## src/rtl/counter_pkg.sv

```systemverilog
// Shared counter definitions: direction encoding and a constant log2 helper.
// Latency: none (package only).
// Backpressure: not applicable.
package counter_pkg;

  localparam logic DIR_UP   = 1'b1;
  localparam logic DIR_DOWN = 1'b0;

  // Smallest r with 2**r >= v; used for elaboration-time width checks.
  function automatic int clog2(input longint v);
    int     r;
    longint p;
    r = 0;
    p = 1;
    while (p < v) begin
      p = p << 1;
      r = r + 1;
    end
    return r;
  endfunction

endpackage

```

## src/rtl/updown_counter_mod_if.sv

```systemverilog
// Control/status bundle of the up/down modulo counter.
// Latency: none (wires only).
// Backpressure: none; the counter accepts a control word every cycle.
interface updown_counter_mod_if #(
  parameter int WIDTH = 6
) ();
  logic             en;
  logic             up;
  logic             load;
  logic [WIDTH-1:0] load_val;
  logic [WIDTH-1:0] q;
  logic             tc;
  logic             wrap;

  modport master (output en, up, load, load_val, input q, tc, wrap);
  modport slave  (input en, up, load, load_val, output q, tc, wrap);
endinterface

```

## src/rtl/updown_counter_next.sv

```systemverilog
// Next-state arithmetic of the modulo counter: wrapped +1/-1, saturated load, terminal flags.
// Latency: purely combinational.
// Backpressure: none.
module updown_counter_next #(
  parameter int     WIDTH   = 6,
  parameter longint MODULUS = 64
) (
  input  logic [WIDTH-1:0] q,
  input  logic             up,
  input  logic [WIDTH-1:0] load_val,
  output logic [WIDTH-1:0] next_up,
  output logic [WIDTH-1:0] next_down,
  output logic [WIDTH-1:0] load_sat,
  output logic             at_max,
  output logic             at_min
);
  import counter_pkg::*;

  localparam logic [WIDTH-1:0] MAX_VAL = WIDTH'(MODULUS - 1);

  logic q_is_max;
  logic q_is_min;

  assign q_is_max = (q == MAX_VAL);
  assign q_is_min = (q == '0);

  // Increment/decrement with wrap at the modulus boundaries.
  assign next_up   = q_is_max ? '0 : q + WIDTH'(1);
  assign next_down = q_is_min ? MAX_VAL : q - WIDTH'(1);

  // Out-of-range load values clamp to the top state so q never leaves 0..MODULUS-1.
  assign load_sat = (load_val > MAX_VAL) ? MAX_VAL : load_val;

  // Terminal flags are qualified by direction: only the boundary we are heading
  // towards counts, so the top level can OR them into tc and wrap directly.
  assign at_max = (up == DIR_UP) & q_is_max;
  assign at_min = (up == DIR_DOWN) & q_is_min;
endmodule

```

## src/rtl/updown_counter_mod.sv

```systemverilog
// Synchronous up/down modulo counter with load, enable, cascade tc and registered wrap pulse.
// Latency: q/wrap update one edge after control is sampled; tc is combinational.
// Backpressure: none; every cycle is accepted, cascade through tc -> next en.
module updown_counter_mod #(
  parameter int     WIDTH     = 6,
  parameter longint MODULUS   = 64,
  parameter longint RESET_VAL = 0
) (
  input  logic                clk,
  input  logic                rst_n,
  updown_counter_mod_if.slave bus
);
  import counter_pkg::*;

  localparam logic [WIDTH-1:0] RST_Q = WIDTH'(RESET_VAL);

  // Reject configurations that could place q outside 0..MODULUS-1.
  if (WIDTH < 1 || WIDTH > 32) begin : g_bad_width
    $error("updown_counter_mod: WIDTH must be 1..32");
  end
  if (MODULUS < 2 || clog2(MODULUS) > WIDTH) begin : g_bad_modulus
    $error("updown_counter_mod: MODULUS must be 2..2**WIDTH");
  end
  if (RESET_VAL < 0 || RESET_VAL >= MODULUS) begin : g_bad_reset
    $error("updown_counter_mod: RESET_VAL must be < MODULUS");
  end

  logic [WIDTH-1:0] q_r;
  logic             wrap_r;
  logic [WIDTH-1:0] next_up;
  logic [WIDTH-1:0] next_down;
  logic [WIDTH-1:0] load_sat;
  logic             at_max;
  logic             at_min;

  updown_counter_next #(
    .WIDTH   (WIDTH),
    .MODULUS (MODULUS)
  ) u_next (
    .q         (q_r),
    .up        (bus.up),
    .load_val  (bus.load_val),
    .next_up   (next_up),
    .next_down (next_down),
    .load_sat  (load_sat),
    .at_max    (at_max),
    .at_min    (at_min)
  );

  // Priority: reset, load, count, hold; wrap is set only by a counting edge that crosses a boundary.
  always_ff @(posedge clk) begin
    if (!rst_n) begin
      q_r    <= RST_Q;
      wrap_r <= 1'b0;
    end else if (bus.load) begin
      q_r    <= load_sat;
      wrap_r <= 1'b0;
    end else if (bus.en) begin
      if (bus.up == DIR_UP) begin
        q_r    <= next_up;
        wrap_r <= at_max;
      end else begin
        q_r    <= next_down;
        wrap_r <= at_min;
      end
    end else begin
      wrap_r <= 1'b0;
    end
  end

  assign bus.q    = q_r;
  assign bus.wrap = wrap_r;
  // at_max/at_min are already direction-qualified, so their OR is the boundary in the current direction.
  assign bus.tc   = bus.en & ~bus.load & (at_max | at_min);
endmodule

```

## src/flat_wrapper.sv

```systemverilog
// flat-port wrapper written by rule: the top's interface ports become plain ports
module updown_counter_mod_flat import counter_pkg::*;
#(
  parameter int     WIDTH     = 6,
  parameter longint MODULUS   = 64,
  parameter longint RESET_VAL = 0
)
  (clk, rst_n, bus_en, bus_up, bus_load, bus_load_val, bus_q, bus_tc, bus_wrap);
  updown_counter_mod_if #(.WIDTH(WIDTH)) bus_i ();
  input  logic clk;
  input  logic rst_n;
  input wire logic [$bits(bus_i.en)-1:0] bus_en;
  input wire logic [$bits(bus_i.up)-1:0] bus_up;
  input wire logic [$bits(bus_i.load)-1:0] bus_load;
  input wire logic [$bits(bus_i.load_val)-1:0] bus_load_val;
  output wire logic [$bits(bus_i.q)-1:0] bus_q;
  output wire logic [$bits(bus_i.tc)-1:0] bus_tc;
  output wire logic [$bits(bus_i.wrap)-1:0] bus_wrap;
  assign bus_i.en = bus_en;
  assign bus_i.up = bus_up;
  assign bus_i.load = bus_load;
  assign bus_i.load_val = bus_load_val;
  assign bus_q = bus_i.q;
  assign bus_tc = bus_i.tc;
  assign bus_wrap = bus_i.wrap;
  updown_counter_mod #(.WIDTH(WIDTH), .MODULUS(MODULUS), .RESET_VAL(RESET_VAL)) u_core (.clk(clk), .rst_n(rst_n), .bus(bus_i));
endmodule
```

## config.mk

```make
export PLATFORM = sky130hd
export DESIGN_NAME = updown_counter_mod_flat
export DESIGN_NICKNAME = d
export VERILOG_FILES = /design/src/rtl/counter_pkg.sv /design/src/rtl/updown_counter_mod_if.sv /design/src/rtl/updown_counter_next.sv /design/src/rtl/updown_counter_mod.sv /design/src/flat_wrapper.sv
export SDC_FILE = /design/constraint.sdc
export NUM_CORES = 1
export LEC_CHECK = 0
export BUFFER_PORTS_ARGS = -buffer_cell sky130_fd_sc_hd__buf_4
export CAP_MARGIN = 20
export CORE_MARGIN = 1
export CORE_UTILIZATION = 35
export DETAILED_ROUTE_END_ITERATION = 7
export HOLD_SLACK_MARGIN = 0.08
export PLACE_DENSITY = 0.57
export REMOVE_ABC_BUFFERS = 1
export SYNTH_ARGS = -nofsm -noshare
export SYNTH_HDL_FRONTEND = slang
export SYNTH_SLANG_ARGS = --single-unit
```

## constraint.sdc

```tcl
create_clock -name clk -period 4.4 [get_ports clk]
set_clock_uncertainty 0.15 [all_clocks]
set_input_delay 0.66 -clock clk [delete_from_list [all_inputs] [get_ports clk]]
set_output_delay 0.66 -clock clk [all_outputs]
set_load 0.05 [all_outputs]
```

==> run metrics <==
Layout Nets=111; Critical Path End Type=output port; die area=1990 um^2; Leakage=0.337 nW; CP Launch Type=register; post-synthesis sequential area ratio=22.0%; Pwr Total=224 uW; grt ovf=0; power per cell area=284 nW/um^2; Global Route Usage Sum=18.3%; DR WL/cell=12.9 um; largest net degree at the start of global routing=14; worst r2r dst=u_core.bus.q[2]$_SDFFE_PN0P_; Longest Clk Path Bufs=2; clock latency on the worst-skew pair=260 ps; Hold-fix buffers, CTS=0; CP Class=reg2out; Fmax=358 MHz; share of the synthesized area in the top cell type=22.0%; row cnt=15; Reg2Reg Setup Slack=2300 ps; first-pass GRT wire length=2.54 mm; crit path max-delay cell type=dfxtp_1; WL final=1.56 mm; CP startpoint=u_core.bus.q[1]$_SDFFE_PN0P_; antenna violations before repair=0; Buffers on Ports=18; library cells used by synthesis=36; Root Buffer=clkbuf_4; drt first-iter violations=10; YS warnings=0; WHS=448 ps; Yosys reg bits=7; worst ir drop on vdd=0.123 mV; mean number of vias per cell=5.32; min-delay worst type=reg2reg; Tmin final=2800 ps; Mean Syn Cell Area=8.05 um^2; Setup crit end=bus_tc; synthesized area=636 um^2; setup_tns=0 ps; placed instance area=761 um^2; Slew HR=72.8%; critical path data arrival time=1990 ps; max-slew violation count=0; number of nets still failing antenna checks after routing=0; ratio of cells with drive above 1 in the final layout=26.0%; Clock Pin Slew Worst Setup and Hold Paths=60 ps; worst r2r src=u_core.bus.q[0]$_SDFFE_PN0P_; Ports=19; # DRC=0; final setup fails=0; placer congestion estimate=0.915; Synth area leaders=dfxtp_1 22%, ha_1 5.9%, nand2_1 5.9%, mux2i_1 4.7%, o21ai_0 3.9%; DP Wirelength=1.12 mm; CTS buffer count=3; total of max-cap violations=0; Reg2Reg Depth=6; core area=1710 um^2; vias=644; Sink Count=7; vias in the first global route=575; initial core utilization=37.2%; worst slew pin tran=408 ps; WP data required=3590 ps; final worst slack=1600 ps; fin area=787 um^2; fill count=185; crit-path cells=ha_1, nand2_1, or3_1, a21oi_1, buf_4; RSZ-0062 raised after global routing=no; drt pass-1 iters=4; largest fanout on the critical path=9; CP peak stage delay=500 ps; Final Hold Fails=0; overall die width=44.6 um; post-CTS sizing=0; Syn Inst Count=79; Synth-to-Final Area Change=23.8%; H-tree depth=1; Die Y=44.6 um; pre-CTS WS=1920 ps; CTS tree=built; crit share post-route=63.6%; Post-CTS Setup Inserts=0; status=finished, final reports clean; Antenna Cells=0; cell taking the most area after synthesis=dfxtp_1
==> power by group <==
| part | leakage (nW) | switching (mW) | internal, mW |
|---|---|---|---|
| Sequential | 0.0580 | 0.0127 | 0.0686 |
| Combinational | 0.264 | 0.0467 | 0.0344 |
| Clock | 0.0150 | 0.0264 | 0.0348 |
| Total | 0.337 | 0.0859 | 0.138 |
==> cell usage in the layout (no fill, tap or decap), types with 2 or more instances in the layout <==
| cell | instances |
|---|---|
| o211ai_1 | 3 |
| mux2i_1 | 3 |
| clkbuf_4 | 3 |
| nand3_1 | 2 |
| o21ai_0 | 5 |
| a21boi_0 | 2 |
| nor2_1 | 2 |
| buf_4 | 18 |
| and3_1 | 2 |
| a31oi_1 | 3 |
| inv_1 | 5 |
| ha_1 | 3 |
| and2_1 | 3 |
| nand2_1 | 10 |
| or3_1 | 2 |
| dfxtp_1 | 7 |
| a21oi_1 | 4 |
==> worst max-delay path: cells and delay by family (launching register included) <==
kind | cells | cell delay, ps
flops | 1 | 500
simple gates | 2 | 470
buf+inv | 1 | 230
fa+ha+maj | 1 | 330
compound gates | 1 | 200
==> synth_stat cells <==
master / instances
nand2_1: 10
and2_1: 3
or4_1: 1
a211oi_1: 1
buf_4: 2
o311ai_0: 1
o41ai_1: 1
nand3_1: 2
and3_2: 1
nor3_1: 1
o21a_1: 1
ha_1: 3
nor4_4: 1
xnor2_1: 1
and3_1: 2
mux2_1: 1
xor2_1: 1
mux2i_1: 3
and2b_1: 1
inv_1: 5
a41oi_1: 1
o21ai_0: 5
or3_1: 2
a32o_1: 1
mux2_2: 1
o221a_2: 1
dfxtp_1: 7
buf_6: 2
clkbuf_1: 1
a21boi_0: 2
a31oi_1: 3
a21oi_1: 4
o211ai_1: 3
and3b_1: 1
nor2_1: 2
o21bai_1: 1
==> metal layers <==
layer | GRT usage (%) | share of wire, % | vias to the layer above
met5 | 0 | 0 | -
met4 | 9.70 | 0.96 | 0
met3 | 8.16 | 7.6 | 2
met2 | 27.6 | 45 | 24
met1 | 21.5 | 46 | 294
li1 | - | - | 324
==> state kept, by name, indices dropped and copies added, names as in the netlist <==
name / flops
u_core.bus.q: 6
u_core.bus.wrap: 1
==> worst min path at each step <==
stage | startpoint | end | slack [ps] | cells past startpoint
2_1_floorplan | u_core.bus.q[4]$_SDFFE_PN0P_ | u_core.bus.q[4]$_SDFFE_PN0P_ | 600 | 2
3_3_place_gp | u_core.bus.q[4]$_SDFFE_PN0P_ | u_core.bus.q[4]$_SDFFE_PN0P_ | 440 | 2
3_5_place_dp | u_core.bus.q[5]$_SDFFE_PN0P_ | u_core.bus.q[5]$_SDFFE_PN0P_ | 440 | 2
4_1_cts | u_core.bus.q[4]$_SDFFE_PN0P_ | u_core.bus.q[4]$_SDFFE_PN0P_ | 450 | 2
5_1_grt | u_core.bus.q[4]$_SDFFE_PN0P_ | u_core.bus.q[4]$_SDFFE_PN0P_ | 490 | 2
6_report | u_core.bus.q[4]$_SDFFE_PN0P_ | u_core.bus.q[4]$_SDFFE_PN0P_ | 450 | 2
==> cell type report <==
class	count	area (um^2)	share of cell area, %
inverter	5	18.8	2.38
clock buffer	4	26.3	3.34
multi-input combinational	62	435	55.3
timing repair buffer	18	135	17.2
tap	25	31.3	3.97
sequential	7	140	17.8
==> per-stage QoR <==
step / cells / utilization, %
after global placement: 117 / 44.5
after global routing: 121 / 46.1
final: 121 / 46.1
after floorplan: 74 / -
after detailed placement: 117 / 44.5
after CTS: 121 / 46.1
==> kinds of logic after synthesis <==
group / Yosys count / share of synthesized area (%)
mux: 5 / 8.27
compound gates: 25 / 27.0
simple gates: 27 / 24.6
fa+ha+maj: 3 / 5.91
buf+inv: 10 / 9.45
flops: 7 / 22.0
xor+xnor: 2 / 2.76
Note: power is estimated with default switching activity, not from simulation.
